### config.mk
export PLATFORM = sky130hd
export DESIGN_NAME = quadrature_decoder
export DESIGN_NICKNAME = d
export VERILOG_FILES = /design/src/rtl/quad_pkg.sv /design/src/rtl/quad_input_filter.sv /design/src/rtl/quadrature_decoder.sv
export SDC_FILE = /design/constraint.sdc
export NUM_CORES = 1
export LEC_CHECK = 0
export ABC_AREA = 1
export CAP_MARGIN = 20
export CORE_MARGIN = 2
export CORE_UTILIZATION = 60
export CTS_BUF_LIST = sky130_fd_sc_hd__clkbuf_8
export DETAILED_ROUTE_END_ITERATION = 10
export PLACE_DENSITY_LB_ADDON = 0.2
export SETUP_SLACK_MARGIN = 0.05
export SLEW_MARGIN = 10
export SYNTH_ARGS = -nofsm -noshare
export SYNTH_HDL_FRONTEND = slang
export SYNTH_SLANG_ARGS = --single-unit
### constraint.sdc
create_clock -name clk -period 1.8 [get_ports clk]
set_input_delay 0.36 -clock clk [delete_from_list [all_inputs] [get_ports clk]]
set_output_delay 0.36 -clock clk [all_outputs]
set_load 0.005 [all_outputs]
### src/rtl/quad_pkg.sv
// Shared quadrature encodings and Gray-sequence helpers for the encoder front end.
package quad_pkg;

    typedef logic [1:0] quad_state_t;

    localparam quad_state_t Q00 = 2'b00;
    localparam quad_state_t Q01 = 2'b01;
    localparam quad_state_t Q11 = 2'b11;
    localparam quad_state_t Q10 = 2'b10;

    // Next {A,B} state when the shaft turns forward.
    function automatic quad_state_t fwd_next(input quad_state_t s);
        quad_state_t n;
        n = Q00;
        unique case (s)
            Q00:     n = Q01;
            Q01:     n = Q11;
            Q11:     n = Q10;
            default: n = Q00;
        endcase
        return n;
    endfunction

    function automatic logic is_fwd(input quad_state_t prev, input quad_state_t cur);
        return cur == fwd_next(prev);
    endfunction

    // Both channels changing at once cannot be resolved into a direction.
    function automatic logic is_illegal(input quad_state_t prev, input quad_state_t cur);
        return (prev ^ cur) == 2'b11;
    endfunction

endpackage

### src/rtl/quad_input_filter.sv
// Synchroniser plus saturating-count glitch filter for one asynchronous encoder pin.
// settled rises once the filtered level has been confirmed after reset.
module quad_input_filter #(
    parameter int unsigned SYNC_STAGES = 2,
    parameter int unsigned FILTER_LEN  = 4
) (
    input  logic clk,
    input  logic rst_n,
    input  logic raw,
    output logic filt,
    output logic settled
);

    localparam int unsigned CW = (FILTER_LEN > 1) ? $clog2(FILTER_LEN) : 1;
    localparam logic [CW-1:0] CNT_LAST = CW'(FILTER_LEN - 1);

    logic [SYNC_STAGES-1:0] sync;
    logic [SYNC_STAGES-1:0] sync_vld;
    logic [CW-1:0]          cnt;
    logic                   synced;
    logic                   sample_ok;

    assign synced    = sync[SYNC_STAGES-1];
    assign sample_ok = sync_vld[SYNC_STAGES-1];

    // sync_vld marks when the synchroniser holds real pin samples rather than reset zeros.
    always_ff @(posedge clk) begin
        if (!rst_n) begin
            sync     <= '0;
            sync_vld <= '0;
            cnt      <= '0;
            filt     <= 1'b0;
            settled  <= 1'b0;
        end else begin
            sync     <= {sync[SYNC_STAGES-2:0], raw};
            sync_vld <= {sync_vld[SYNC_STAGES-2:0], 1'b1};
            if (sample_ok) begin
                if (settled && (synced == filt)) begin
                    cnt <= '0;
                end else if (!settled && (synced != filt)) begin
                    filt <= synced;
                    cnt  <= '0;
                end else if (cnt == CNT_LAST) begin
                    cnt <= '0;
                    if (settled) begin
                        filt <= synced;
                    end else begin
                        settled <= 1'b1;
                    end
                end else begin
                    cnt <= cnt + 1'b1;
                end
            end
        end
    end

endmodule

### src/rtl/quadrature_decoder.sv
// x4 quadrature decoder: filtered A/B/Z in, step/direction pulses and modulo position out.
module quadrature_decoder
    import quad_pkg::*;
#(
    parameter int unsigned SYNC_STAGES  = 2,
    parameter int unsigned FILTER_LEN   = 4,
    parameter int unsigned MAX_NUM      = 1024,
    parameter int unsigned COUNTER_BITS = 31,
    parameter int unsigned INDEX_EN     = 1
) (
    input  logic                  clk,
    input  logic                  rst_n,
    input  logic                  en_in,
    input  logic                  a_in,
    input  logic                  b_in,
    input  logic                  z_in,
    input  logic                  clear_in,
    input  logic                  err_clr_in,
    output logic                  step_out,
    output logic                  dir_out,
    output logic [COUNTER_BITS:0] pos_out,
    output logic                  index_out,
    output logic                  err_out
);

    localparam int unsigned PW = COUNTER_BITS + 1;
    localparam logic [PW-1:0] POS_MAX = PW'(MAX_NUM - 1);

    logic a_filt, a_set, b_filt, b_set, z_filt, z_set;

    quad_input_filter #(.SYNC_STAGES(SYNC_STAGES), .FILTER_LEN(FILTER_LEN)) u_filt_a (
        .clk(clk), .rst_n(rst_n), .raw(a_in), .filt(a_filt), .settled(a_set)
    );
    quad_input_filter #(.SYNC_STAGES(SYNC_STAGES), .FILTER_LEN(FILTER_LEN)) u_filt_b (
        .clk(clk), .rst_n(rst_n), .raw(b_in), .filt(b_filt), .settled(b_set)
    );
    quad_input_filter #(.SYNC_STAGES(SYNC_STAGES), .FILTER_LEN(FILTER_LEN)) u_filt_z (
        .clk(clk), .rst_n(rst_n), .raw(z_in), .filt(z_filt), .settled(z_set)
    );

    logic          valid, valid_nxt;
    quad_state_t   prev_ab, prev_nxt, ab_cur;
    logic          z_prev;
    logic          z_rise_c;
    logic          step_nxt, dir_nxt, err_nxt;
    logic [PW-1:0] pos_nxt, pos_inc, pos_dec;

    assign ab_cur   = {a_filt, b_filt};
    assign z_rise_c = z_set & z_filt & ~z_prev;
    assign pos_inc  = (pos_out == POS_MAX) ? '0 : pos_out + PW'(1);
    assign pos_dec  = (pos_out == '0) ? POS_MAX : pos_out - PW'(1);

    // Decode and position priority: clear > index reload > step.
    always_comb begin
        valid_nxt = valid;
        prev_nxt  = prev_ab;
        step_nxt  = 1'b0;
        dir_nxt   = dir_out;
        pos_nxt   = pos_out;
        err_nxt   = err_out;

        if (err_clr_in) begin
            err_nxt = 1'b0;
        end

        if (!valid) begin
            if (a_set && b_set) begin
                valid_nxt = 1'b1;
                prev_nxt  = ab_cur;
            end
        end else if (ab_cur != prev_ab) begin
            prev_nxt = ab_cur;
            if (is_illegal(prev_ab, ab_cur)) begin
                err_nxt = 1'b1;
            end else if (en_in) begin
                step_nxt = 1'b1;
                dir_nxt  = is_fwd(prev_ab, ab_cur);
                pos_nxt  = is_fwd(prev_ab, ab_cur) ? pos_inc : pos_dec;
            end
        end

        if ((INDEX_EN != 0) && en_in && z_rise_c) begin
            pos_nxt = '0;
        end
        if (clear_in) begin
            pos_nxt = '0;
        end
    end

    always_ff @(posedge clk) begin
        if (!rst_n) begin
            valid     <= 1'b0;
            prev_ab   <= Q00;
            z_prev    <= 1'b0;
            step_out  <= 1'b0;
            dir_out   <= 1'b1;
            pos_out   <= '0;
            index_out <= 1'b0;
            err_out   <= 1'b0;
        end else begin
            valid     <= valid_nxt;
            prev_ab   <= prev_nxt;
            z_prev    <= z_filt;
            step_out  <= step_nxt;
            dir_out   <= dir_nxt;
            pos_out   <= pos_nxt;
            index_out <= z_rise_c;
            err_out   <= err_nxt;
        end
    end

endmodule

; ---- After elaboration in Yosys (flattened, before gate mapping)
; Index checks and enable logic that the tools add are counted.
[totals]
ff_bits = 64
inputBits = 8
output_inout_bits = 36
[op_classes]
addsub = 5
n_eq_ne = 16
muxes = 39
n_bitwise = 14
reduce_logical = 30
[ops]
columns = cell, n
row1 = $mux 32, 3
row2 = $add 32x1->32 const B, 1
row3 = $eq 32x10->1 const B, 1
row4 = $logic_not 32->1, 1
row5 = $mux 2, 16
row6 = $sub 32x1->32 const B, 1
row7 = $reduce_and 4->1, 7
row8 = $mux 1, 19
row9 = $reduce_bool 2->1, 7
row10 = $not 1->1, 11
row11 = $eq 2x2->1 const B, 5
row12 = $logic_and 1x1->1, 8
row13 = $add 2x1->2 const B, 3
row14 = $pmux 2 s3, 1
row15 = $reduce_or 4->1, 1
row16 = $eq 1x1->1, 3
row17 = $logic_not 1->1, 3
row18 = $ne 1x1->1, 3
row19 = $reduce_or 3->1, 1
row20 = $and 1x1->1, 2
row21 = $eq 2x1->1 const B, 1
row22 = $eq 2x2->1, 1
row23 = $logic_not 2->1, 1
row24 = $ne 2x1->1 const B, 1
row25 = 3 further kinds, 3

; ---- Depth between registers and ports, before layout
; Gate-level depths: netlist of run 1.
[logic_depth]
depth_word = 8
ltp_mapped = 13
depth_no_buf = 13

; ---- Hierarchy
; From an unflattened synthesis of run 1, not the netlist that was laid out.
[hier_totals]
cells_unflattened = 828
area_unflattened_um2 = 4948.5
[by_module_without_submodules]
columns = mod, instances, cells_each, area_each_um2, seq_area_each_um2
row1 = quadrature_decoder, 1, 699, 3935.0, 800.8
row2 = quad_input_filter, 3, 43, 337.8, 160.2

; ---- Worst setup path before layout of run 1
; OpenSTA, ideal clock, no wires.
[synth_path]
path_type = register to register
start = register pos_out[0]
end = register pos_out[19]
setup_time_ns = 0.109
t_arrival_ns = 1.568
required_time_ns = 1.691
path_slack_ns = 0.123
path_stages_with_launch = 13
n_path_buf = 1
cell_sequence = dfxtp_1 > inv_1 > ha_1 > nand2_4 > clkinv_2 > nand2_2 > nor2_2 > nand2_4 > buf_6 > nand4_1 > nand3_1 > nand2_1 > inv_1
[synth_via]
elab_chain_cells = 3
[synth_lines]
columns = element, line_no
row1 = "start, declared", quadrature_decoder.sv:21  ; output logic [COUNTER_BITS:0] pos_out,
row2 = "start signal, assigned", quadrature_decoder.sv:106  ; pos_out <= pos_nxt;
row3 = $sub 32x1->32 (tied with other cells), quadrature_decoder.sv:51  ; assign pos_dec = (pos_out == '0) ? POS_MAX : pos_out - PW'(1);
row4 = $mux 32 (on tied branches), "quadrature_decoder.sv:51, quadrature_decoder.sv:50"
row5 = $mux 32 (*), quadrature_decoder.sv:78  ; pos_nxt = is_fwd(prev_ab, ab_cur) ? pos_inc : pos_dec;
; Mark *: on every way between the ends. The rest lies on a longest branch, timed or not.
; A chain may end at the register's enable or synchronous reset.

; ---- Worst setup path after layout of run 1
[layout_path]
start = register pos_out[13]
end = output port pos_out[13]
; No word-level cell between the ends.

==> results of run 1 <==
==> flip-flops by register name (all words and copies together), names as in the netlist <==
register           cells
dir_out                1
err_out                1
index_out              1
pos_out               32
prev_ab                2
step_out               1
u_filt_a.cnt           2
u_filt_a.filt          1
u_filt_a.settled       1
u_filt_a.sync          2
u_filt_a.sync_vld      1
u_filt_b.cnt           2
u_filt_b.filt          1
u_filt_b.settled       1
u_filt_b.sync          2
u_filt_z.cnt           2
u_filt_z.filt          1
u_filt_z.settled       1
u_filt_z.sync          2
u_filt_z.sync_vld      1
valid                  1
z_prev                 1
==> what timing repair did <==
action,in CTS,in global routing
hold buffers,0,0
endpoints found under the setup margin,41,49
pin swaps,1,8
gates cloned,1,0
buffers inserted,0,7
resized for setup,31,60
==> critical path, cell delays in order (launching register included) <==
cell and delay (ps):
dfxtp_2 390, buf_4 160, clkdlybuf4s50_1 500
==> placed cells by master, fill, tap and decap left out, drive strengths merged, types with 2 or more instances in the layout <==
master / synthesis / layout
nand2: 216 / 217
nor2: 123 / 123
inv: 103 / 103
nand3: 86 / 86
buf: 19 / 70
dfxtp: 60 / 60
a21oi: 42 / 42
clkdlybuf4s50: 0 / 38
o21ai: 35 / 35
nand4: 33 / 33
xor2: 17 / 17
clkbuf: 9 / 11
ha: 11 / 11
nor3: 7 / 7
a31oi: 6 / 6
xnor2: 6 / 6
dlymetal6s2s: 0 / 5
clkinv: 1 / 2
o21a: 2 / 2
bufinv: 0 / 2
or2: 2 / 2
==> final timing paths <==
path / startpoint / endpoint / slack [ps]
worst min-delay path: u_filt_a.sync[0] / u_filt_a.sync[1] / 420
worst min register to register: u_filt_a.sync[0] / u_filt_a.sync[1] / 420
worst max register to register: pos_out[31] / pos_out[22] / 80
worst max-delay path: pos_out[13] / pos_out[13] / 50
==> layer usage <==
metal  wire [µm]  vias to the layer above  part of all wire (%)  global-route usage [%]
met1        6640                     2621                    39                    51.7
met2        7530                      426                    44                    62.4
met4         714                        0                   4.2                    17.4
met5           0                        -                     0                       0
li1            -                     2714                     -                       -
met3        2070                       93                    12                    6.16
==> power by group through the flow <==
| stage | sequential, µW | combinational [µW] | clock (µW) |
|---|---|---|---|
| after global placement | 1390 | 166 | 0 |
| after global routing | 1350 | 196 | 1470 |
| final | 1350 | 182 | 1430 |
| after detailed placement | 1390 | 174 | 0 |
| after floorplan | 1380 | 112 | 0 |
| after CTS | 1360 | 176 | 1430 |
==> final cells by class <==
class | instances | area share [%]
clock buffer | 11 | 2.50
multi-input combinational | 592 | 49.8
tap | 102 | 2.10
inverter | 104 | 6.46
sequential | 60 | 20.8
timing repair buffer | 113 | 17.1
clock inverter | 4 | 1.20
==> cell families after synthesis <==
family	after synthesis	synth area share, %
AND/OR/NAND/NOR	468	44.3
XOR/XNOR	23	4.33
flip-flops	60	25.8
buffers and inverters	132	12.0
adder cells (fa/ha/maj)	11	2.96
AO/OA/AOI/OAI	89	10.5
==> metrics by stage <==
| stage | instance area [µm²] | util (%) | instances | total power (µW) | worst slack, ps |
|---|---|---|---|---|---|
| global placement | 5550 | 73.0 | 963 | 1550 | 1.68 |
| finish | 6060 | 79.7 | 986 | 2960 | 45.5 |
| detailed placement | 5550 | 73.0 | 963 | 1570 | -81.0 |
| floorplan | 4650 | - | 783 | 1500 | 123 |
| global route | 6060 | 79.7 | 986 | 3010 | -31.0 |
| CTS | 5840 | 76.8 | 979 | 2960 | 17.7 |
==> impl_results.md, run 1 <==
* Status: completed
* Main synth FF type: dfxtp_1
* Top-count cell post-synth: nand2_1
* Relative slew slack at 73.6%
* RSZ-0062 raised after global routing: true
* Final hold violation count at 0
* Clock Latency Late Sink at 350 ps
* Critical path class: flop to output port
* Hold WC Path Type: flop to flop
* Period utilisation layout at 97.5%
* Fin. max-slew vios at 0
* Asr flop ratio synth at 0%
* Share of post-route cells with drive strength above 1 at 20.0%
* TritonCTS clock tree: done
* Finish-stage setup viols at 0
* Actual slew at the worst max-slew pin at 392 ps
* Clock buffer depth at 2
* IO Pins at 44
* DR vias/cell at 5.94
* Drc violations at 0
* Synthesized Nets at 802
* WHS at 420 ps
* Synth cell types at 36
* Clock Power Share at 48.4%
* Pwr Density at 489 nW/µm²
* Part of the power in combinational logic at 6.2%
* CP startpoint kind: flop
* Hold Crit Depth at 2
* Root Driver: clkbuf_8
* Post-Syn Area per Cell at 5.94 µm²
* Area Overhead vs Synth at 30.4%
* #FFs+latches synth at 60
* Critical Path RT at 1440 ps
* TritonCTS buffer count at 9
* Max frequency at 570 MHz
* Crit path DAT at 1390 ps
* P_leak at 0.00282 µW
* # clock sinks at 60
* Via count of the first global-routing pass at 5439
* Die ar. at 8470 µm²
* Number of synthesized flops with an enable pin at 0
* Final min period at 1750 ps
* Starting Density at 61.1%
* Fill count at 559
* Area contributors post-synth: dfxtp_1 26%, nand2_1 17%, nand3_1 9.3%, nor2_1 9.0%, inv_1 7.9%
* Ys Warns at 0
* Final RePlAce weighted congestion at 1.05
* Pint at 2250 µW
* Post-synthesis cell count at 783
* Register Area at 1260 µm²
* Synth top cells by count: 209 x nand2_1, 111 x nor2_1, 98 x inv_1
* Initial antenna violation count at 0
* Initial DRC Count at 682
* Maximum fanout along the worst path at 5
* Ant diodes at 0
* Fin nets at 899
* Sequential area share after synthesis at 25.8%
* Chip width at 92.0 µm
* Crit. End Element: output port
* Dominant cell type by area after synthesis: dfxtp_1
* Gr ovfl total at 0
* Wire per inst at 17.2 µm
* Die span in y at 92.0 µm
* Sequential share of power at 45.5%
* Largest net degree at the start of global routing at 25
* Layout Skew at 9.78 ps
* Clk slew on worst S/H paths at 70 ps
* DR vias at 5854
* Sum Neg Setup Slack at 0 ps
* Net Sw Power at 716 µW
* Row count at 32
* Hpwl dp at 12.1 mm
* Worst IR Drop VDD at 452 µV
* Max-Cap Viols at 0
* DRT Pass-1 Iters at 6
* Core area at 7610 µm²
* Multi-input gate area at 3020 µm²
* Final wirelength at 17.0 mm
* Gr usage total at 39.0%
* Port bufs at 43
* Number of routed nets with antenna violations at 0
* Worst reg-to-reg path cell count at 11
* Sw Share at 24.2%
* CTS H-Tree Depth at 3
* Mapped cell area at 4650 µm²
* Area share of the leading cell type in the synthesized netlist at 25.8%
* First-pass GRT wire length at 26.2 mm
(Power assumes the default switching activity.)
==> inputs of run 2 (changes only) <==
--- a/config.mk
+++ b/config.mk
@@ -7,10 +7,11 @@
 export LEC_CHECK = 0
 export ABC_AREA = 1
 export CAP_MARGIN = 20
-export CORE_MARGIN = 2
+export CORE_MARGIN = 3
 export CORE_UTILIZATION = 60
 export CTS_BUF_LIST = sky130_fd_sc_hd__clkbuf_8
 export DETAILED_ROUTE_END_ITERATION = 10
+export MAX_ROUTING_LAYER = met4
 export PLACE_DENSITY_LB_ADDON = 0.2
 export SETUP_SLACK_MARGIN = 0.05
 export SLEW_MARGIN = 10
==> constraint.sdc (replaced) <==
create_clock -name clk -period 2.2 [get_ports clk]
set_input_delay 0.44 -clock clk [delete_from_list [all_inputs] [get_ports clk]]
set_output_delay 0.44 -clock clk [all_outputs]
set_load 0.005 [all_outputs]
==> run 2 against run 1 <==
  * Non-clock buffer count down 52
  * Clock power decreased by 14%
  * Clock skew decreased by 0.94 ps
  * Final area is 10% lower
  * Register-to-register slack better by 150 ps
  * Sequential power down 17%
  * Final cell count down 5.6%
  * First-iteration DRC count is 9.1% higher
  * Global-route usage is 1.5 points lower
  * Sequential share of layout area grew 1.3 points
  * Utilization decreased by 6.0 points
  * Critical endpoint is now pos_out[5]
  * Largest power group unchanged
==> impl_results.md, run 2 (synthesis gave the netlist of run 1 again) <==
* Maximum fanout along the worst path at 7
* Actual slew at the worst max-slew pin at 440 ps
* Initial DRC Count at 744
* Clock Latency Late Sink at 340 ps
* Register Area at 1200 µm²
* Clock buffer depth at 2
* Via count of the first global-routing pass at 5117
* Crit path DAT at 1540 ps
* Critical path class: flop to output port
* Clk slew on worst S/H paths at 70 ps
* Final setup margin at 223 ps
* Share of post-route cells with drive strength above 1 at 7.93%
* Final wirelength at 15.6 mm
* Max-Cap Viols at 0
* Crit. End Element: output port
* # clock sinks at 60
* Largest net degree at the start of global routing at 23
* Fill count at 618
* Post-CTS setup buffer count at 0
* CTS H-Tree Depth at 3
* Layout Skew at 8.84 ps
* Die ar. at 8840 µm²
* Ant diodes at 0
* Largest register by flop count: pos_out
* Row count at 31
* Starting Density at 63.1%
* Fin. max-slew vios at 0
* Pwr Density at 457 nW/µm²
* Worst IR Drop VDD at 469 µV
* Port bufs at 43
* Root Driver: clkbuf_8
* Worst Path Buf+Inv at 2
* Period utilisation layout at 89.9%
* TritonCTS clock tree: done
* Wire per inst at 16.8 µm
* Final hold violation count at 0
* Commonest non-fill, non-tap cell in the layout: nand2_1
* Hold WC Path Type: flop to flop
* Chip width at 94.0 µm
* Gr usage total at 37.5%
* Placed Instances at 915
* Fin nets at 846
* First-pass GRT wire length at 25.3 mm
* Multi-input gate area at 2900 µm²
* Number of routed nets with antenna violations at 0
* DR vias at 5497
* Final RePlAce weighted congestion at 1.02
* Final min period at 1980 ps
* Final Instance Count excl. Fillers at 931
* Area Overhead vs Synth at 16.9%
* DR vias/cell at 5.90
* Max frequency at 506 MHz
* Sum Neg Setup Slack at 0 ps
* Critical Path RT at 1760 ps
* Largest delay share family, worst path: buffers and inverters
* TritonCTS buffer count at 9
* Crit path largest cell delay at 510 ps
* Sequence of cells on the critical path: buf_4 > clkdlybuf4s50_1
* Hold-fix buffers at CTS at 0
* Gr ovfl total at 0
* Worst slack at placement at 188 ps
* Hpwl dp at 11.5 mm
* Status: completed
* Die span in y at 94.0 µm
* DRT Pass-1 Iters at 5
* Slowest cell on crit path: clkdlybuf4s50_1
* RSZ-0062 raised after global routing: false
* Drc violations at 0
* Initial antenna violation count at 0
* Finish-stage setup viols at 0
* Relative slew slack at 70.7%
* Max reg flops at 32
* P_leak at 0.00241 µW
* Post_cts resized at 0
* IO Pins at 44
* CP startpoint kind: flop
* Commonest cells after routing, fill and taps aside: 209 x nand2_1, 111 x nor2_1, 99 x inv_1
* Core area at 7370 µm²
-- run 2: cell count changes in the layout (fill, tap and decap cells not counted), sizes merged --
cell	delta
clkdlybuf4s50	+5
clkinvlp	-1
clkinv	+2
buf	-52
clkbuf	-2
bufinv	+1
inv	+1
nand2	-1
dlymetal6s2s	-5
-- run 2: metrics by stage --
step	util [%]	power (µW)	hold slack [ps]	area (µm²)
CTS	73.6	2490	415	5420
global route	73.8	2550	433	5440
finish	73.8	2480	420	5440
global placement	70.3	1260	395	5180
detailed placement	70.3	1270	411	5180
floorplan	-	1220	390	4650
-- run 2: cell type report --
class                      instances  share of cell area (%)
sequential                        60                    22.1
timing repair buffer              61                    10.6
clock inverter                     7                    2.14
clock buffer                       9                    2.28
multi-input combinational        591                    53.4
tap                               99                    2.28
inverter                         104                    7.20
-- run 2: report_power, final --
part	total (µW)	switching, µW	leakage, µW	internal (µW)
clock network	1230	481	0.000125	750
logic	134	87.7	0.00180	46.8
registers	1120	14.6	0.000486	1100
total	2480	583	0.00241	1900
-- run 2: worst register-to-register path, stage by stage, from the launching register on --
cell     delay, ps
dfxtp_1        340
inv_1          210
ha_4           240
nand2_4        100
nor2_4         210
nand4_1        180
nor2_2         210
nor2_2         130
nand2_1         80
nand3_1         70
nand2_1         60
inv_1           30
-- run 2: final timing paths --
path,startpoint,to,slack [ps],cells after the start
max,pos_out[5],pos_out[5],220,2
min,u_filt_a.sync_vld[0],u_filt_z.sync_vld[1],420,2
max reg2reg,pos_out[0],pos_out[10],230,11
min reg2reg,u_filt_a.sync_vld[0],u_filt_z.sync_vld[1],420,2
-- run 2: per-layer routing --
metal  up-vias  track usage (%)  share of wire [%]
met1      2420             49.1                 39
met2       417             56.2                 43
met4         0             16.8                3.8
met3        63             6.97                 14
li1       2597                -                  -
met5         -                -                  0
==> inputs of run 3 (changes only) <==
--- a/config.mk
+++ b/config.mk
@@ -10,6 +10,7 @@
 export CORE_MARGIN = 3
 export CORE_UTILIZATION = 60
 export CTS_BUF_LIST = sky130_fd_sc_hd__clkbuf_8
+export CTS_CLUSTER_DIAMETER = 60
 export DETAILED_ROUTE_END_ITERATION = 10
 export MAX_ROUTING_LAYER = met4
 export PLACE_DENSITY_LB_ADDON = 0.2
==> constraint.sdc (replaced) <==
create_clock -name clk -period 2.2 [get_ports clk]
set_input_delay 0.44 -clock clk [delete_from_list [all_inputs] [get_ports clk]]
set_output_delay 0.44 -clock clk [all_outputs]
set_load 0.1 [all_outputs]
==> run 3 against run 2 <==
  * Total power is 7.3% lower
  * Sequential power hardly changed
  * Flip-flop and latch count stayed put
  * Utilization is 1.9 points lower
  * Critical endpoint is now pos_out[10]
  * Final cell count is 0.32% lower
  * Non-clock buffer count is 3 lower
  * Largest power group is now registers
  * Global-route usage is 0.50 points lower
  * Die area stayed put
  * Clock power is 15% lower
  * Sequential share of layout area is 0.88 points higher
  * Count of clock-buffer cells in the layout stayed put
  * Maximum frequency is 1.7% higher
==> impl_results.md, run 3 (synthesis gave the netlist of run 1 again) <==
* Status: completed
* Hold-fix buffers at CTS at 0
* Drc violations at 0
* Die span in y at 94.0 µm
* Gr ovfl total at 0
* Hold Crit Depth at 2
* Final setup margin at 255 ps
* Chip width at 94.0 µm
* Clock Power Share at 45.8%
* DR vias at 5442
* Final min period at 1940 ps
* Worst IR Drop VDD at 428 µV
* RSZ-0062 raised after global routing: false
* Hold Startpoint: u_filt_a.sync_vld[0]
* Part of the power in combinational logic at 5.7%
* Gr usage total at 37.0%
* Max-Cap Viols at 0
* Port bufs at 43
* Initial antenna violation count at 0
* Root Driver: clkbuf_8
* Final wirelength at 15.4 mm
* R2R Path End: pos_out[10]
* TritonCTS buffer count at 9
* Placed cell areas at 5100 µm²
* Largest register by flop count: pos_out
* Pint at 1670 µW
* Sequential share of power at 48.5%
* Sum Neg Setup Slack at 0 ps
* Fin. max-slew vios at 0
* Post_cts resized at 0
* P_leak at 0.00244 µW
* Wire per inst at 16.6 µm
* Reg2reg start: pos_out[0]
* Critical path class: flop to flop
* Period utilisation layout at 88.4%
* Fill count at 649
* Clock Latency Late Sink at 350 ps
* Post-Route Utilization at 71.9%
* Final RePlAce weighted congestion at 1.04
* Hpwl dp at 11.4 mm
* Worst Hold Path EP: u_filt_z.sync_vld[1]
* Commonest cells after routing, fill and taps aside: 209 x nand2_1, 111 x nor2_1, 98 x inv_1
* Core area at 7370 µm²
* Maximum fanout along the worst path at 7
* Hold WC Path Type: flop to flop
* Worst Path Buf+Inv at 2
* Largest delay share family, worst path: simple AND/OR/NAND/NOR gates
* DR vias/cell at 5.86
* IO Pins at 44
* Commonest non-fill, non-tap cell in the layout: nand2_1
* Net Sw Power at 627 µW
* Initial DRC Count at 711
* TritonCTS clock tree: done
* Finish-stage setup viols at 0
* Crit path largest cell delay at 340 ps
* Share of post-route cells with drive strength above 1 at 13.5%
* Design area at 5300 µm²
* Actual slew at the worst max-slew pin at 644 ps
* DRT Pass-1 Iters at 6
* Layout Skew at 15.4 ps
* Post-CTS setup buffer count at 0
* Starting Density at 63.1%
* CP startpoint kind: flop
* Number of routed nets with antenna violations at 0
* Clock buffer depth at 2
* Die ar. at 8840 µm²
* Fin nets at 843
* Slowest cell on crit path: dfxtp_2
* Max reg flops at 32
* Relative slew slack at 57.0%
* CTS H-Tree Depth at 3
* Clk slew on worst S/H paths at 80 ps
* R2R setup slack at 260 ps
* Ant diodes at 0
* Critical Path RT at 2460 ps
* Pwr Density at 434 nW/µm²
* Register Area at 1220 µm²
* Sequence of cells on the critical path: inv_1 > ha_1 > nand2_4 > nor2_4 > nand4_1 > nor2_2 > nor2_2 > nand2_1 > nand3_1 > nand2_1 > inv_1
* Multi-input gate area at 2890 µm²
* Crit path DAT at 2210 ps
* # clock sinks at 60
* Area Overhead vs Synth at 14.0%
* Row count at 31
* Max frequency at 514 MHz
* Crit. End Element: flop
* Worst slack at placement at 294 ps
* Worst reg-to-reg path cell count at 11
* Sw Share at 27.3%
* Largest net degree at the start of global routing at 32
* Final hold violation count at 0
* First-pass GRT wire length at 24.7 mm
* Via count of the first global-routing pass at 5006
run 3: cell count changes in the layout (fill, tap and decap cells not counted), sizes merged:
cell	before	now
buf	18	51
bufinv	3	1
inv	104	105
clkinv	4	2
clkdlybuf4s50	43	7
clkinvlp	0	3
run 3: per-stage QoR:
stage	hold slack, ps	power, µW	cells
after floorplan	390	1220	783
after global placement	393	1260	912
after detailed placement	399	1270	912
after CTS	416	2300	928
after global routing	449	2360	928
final	415	2300	928
run 3: metal layers:
metal | share of wire, % | vias up | GRT usage, %
met5 | 0 | - | -
met2 | 43 | 346 | 54.8
met1 | 42 | 2454 | 50.2
met3 | 12 | 39 | 7.21
li1 | - | 2603 | -
met4 | 2.2 | 0 | 13.0
run 3: worst max path at each step:
| stage | from | end | depth (start not counted) |
|---|---|---|---|
| 4_1_cts | pos_out[0] | pos_out[10] | 11 |
| 2_1_floorplan | pos_out[10] | pos_out[25] | 11 |
| 5_1_grt | pos_out[18] | pos_out[10] | 10 |
| 6_report | pos_out[0] | pos_out[10] | 11 |
| 3_5_place_dp | en_in | pos_out[8] | 8 |
| 3_3_place_gp | en_in | pos_out[8] | 8 |
run 3: final cells by class:
cell class,instances,share of cell area (%)
clock buffers,9,2.34
multi-input cells,591,54.5
flip-flops and latches,60,23.0
inverters,104,7.39
repair buffers,58,9.02
well taps,99,2.34
clock inverters,7,1.42
run 3: worst register-to-register path, cell delays in order, from the launching register on:
cell and delay (ps):
dfxtp_2 340, inv_1 180, ha_1 290, nand2_4 110, nor2_4 100, nand4_1 140
nor2_2 240, nor2_2 170, nand2_1 110, nand3_1 90, nand2_1 60, inv_1 30
run 3: power groups by stage:
stage	combinational, µW	clock [µW]	sequential, µW
finish	131	1050	1120
global route	141	1100	1120
CTS	128	1060	1110
detailed placement	127	0	1140
global placement	120	0	1140
floorplan	91.7	0	1130
==> RTL edit (settings of run 1) <==
`FILTER_LEN` is set to 4 in 2 places; all go to 2.
--- a/src/rtl/quad_input_filter.sv
+++ b/src/rtl/quad_input_filter.sv
@@ -2,7 +2,7 @@
 // settled rises once the filtered level has been confirmed after reset.
 module quad_input_filter #(
     parameter int unsigned SYNC_STAGES = 2,
-    parameter int unsigned FILTER_LEN  = 4
+    parameter int unsigned FILTER_LEN  = 2
 ) (
     input  logic clk,
     input  logic rst_n,
--- a/src/rtl/quadrature_decoder.sv
+++ b/src/rtl/quadrature_decoder.sv
@@ -3,7 +3,7 @@
     import quad_pkg::*;
 #(
     parameter int unsigned SYNC_STAGES  = 2,
-    parameter int unsigned FILTER_LEN   = 4,
+    parameter int unsigned FILTER_LEN   = 2,
     parameter int unsigned MAX_NUM      = 1024,
     parameter int unsigned COUNTER_BITS = 31,
     parameter int unsigned INDEX_EN     = 1
Behaviour: not the same (Yosys sat finds a counterexample within 10 cycles, from zero or initial values and one cycle with rst_n low).
==> RTL edit against run 1 <==
Worst setup slack lost 0.0075 ns. Sequential cell count shrank 3. Total power shrank 0.30%. Routed wire length grew 0.14%. Critical path depth is the same. Synthesized area shrank 5.8%. Clock skew is essentially flat. Design area grew 0.85%. Critical endpoint is now pos_out[16].
==> RTL edit: results (changes against run 1) <==
Status = finished clean
Mean Syn Cell Area = 5.64 µm² (-4.9%)
Synth area leaders = dfxtp_1 26%, nand2_1 19%, nand3_1 12%, nor2_1 11%, inv_1 8.8%
Hold_sp = u_filt_a.sync_vld[0]
Final non-filler cell total = 998 (+1.2%)
Number of DRC markers in iteration 0 = 820 (+20%)
Layout Skew = 0.0103 ns (+0.000487 ns)
Register-to-register setup slack = 0.05 ns (-0.03 ns)
Largest net degree at the start of global routing = 41 (+64%)
Placement Setup Slack = -0.277 ns (-0.196 ns)
Compound-Gate Fraction of Synth Area = 0.0920 (-0.0130)
Syn_nets = 792 (-1.2%)
Number of global-route vias before repair = 5080 (-6.6%)
NumNets Final = 911 (+1.3%)
Final WL = 17.0 mm (+0.14%)
Post-DP HPWL = 11.1 mm (-8.2%)
First-pass GRT wire length = 23.7 mm (-9.4%)
Count of different cell masters after synthesis = 27 (-25%)
Final hold slack = 0.434 ns (+0.0142 ns)
Layout cells sized above 1 = 0.201 (+0.00111)
GP Congestion = 1.06 (+1.2%)
Dpl cell area = 5390 µm² (-2.9%)
Sequential area share after synthesis = 0.260 (+0.00215)
Synth Area in Adders = 0.0229 (-0.00675)
Ys async rst share = 0 (unchanged)
Worst R2R End = pos_out[3]
Crit Reg-Reg Startpoint = pos_out[17]
Total GRT Usage = 0.389 (-0.000924)
DRT Pass-1 Iters = 8 (+2)
Max Buffers Root-to-Sink = 2 (unchanged)
CTS Buf Count = 9 (unchanged)
Max VDD drop = 538 µV (+19%)
Antenna Cells = 0 (unchanged)
Worst slew pin tran = 0.416 ns (+0.0237 ns)
Inst Count DP = 967 (+0.42%)
Mux share of post-synthesis cell area = 0.00457 (+0.00457)
XOR/XNOR share of the synthesized area = 0.0500 (+0.00666)
Crit-path max FO = 6 (+1)
Via/cell ratio = 5.86 (-1.4%)
==> RTL edit: repair_timing <==
action                                  4_1_cts  5_1_grt
endpoints found under the setup margin       41       57
resized for setup                            20       90
cloned                                        2        3
setup buffers                                 3        8
pin swaps                                     1       14
==> RTL edit: layout make-up <==
class | instances | area, µm²
flip-flops and latches | 57 | 1180
well taps | 99 | 124
clock inverters | 5 | 104
repair inverters | 1 | 7.51
fillers | 445 | 1060
clock buffers | 10 | 138
inverters | 105 | 403
multi-input cells | 592 | 2940
repair buffers | 129 | 1230
==> RTL edit: worst max-delay path: stages, from the launching register on <==
cell and delay [ns]:
dfxtp_1 0.35, buf_4 0.18, clkdlybuf4s50_1 0.51
==> RTL edit: how the worst max path moves through the flow <==
stage	startpoint	endpoint	depth (start not counted)
floorplan	pos_out[0]	pos_out[9]	10
global placement	pos_out[0]	pos_out[28]	11
detailed placement	pos_out[0]	pos_out[26]	11
CTS	pos_out[0]	pos_out[26]	11
global route	pos_out[17]	pos_out[9]	11
finish	pos_out[16]	pos_out[16]	2
==> RTL edit: per-layer routing <==
metal | vias to the layer above | share of wire | GRT usage
li1 | 2686 | - | -
met1 | 2587 | 0.36 | 0.480
met2 | 442 | 0.46 | 0.663
met3 | 129 | 0.12 | 0.0674
met4 | 0 | 0.063 | 0.167
met5 | - | 0 | 0
==> RTL edit: report_power, final <==
part	internal (mW)	leakage, nW	total [mW]	switching [mW]
combinational	0.0538	2.27	0.130	0.0760
sequential	1.28	0.475	1.29	0.0160
clock	0.950	0.122	1.53	0.584
total	2.28	2.87	2.95	0.676
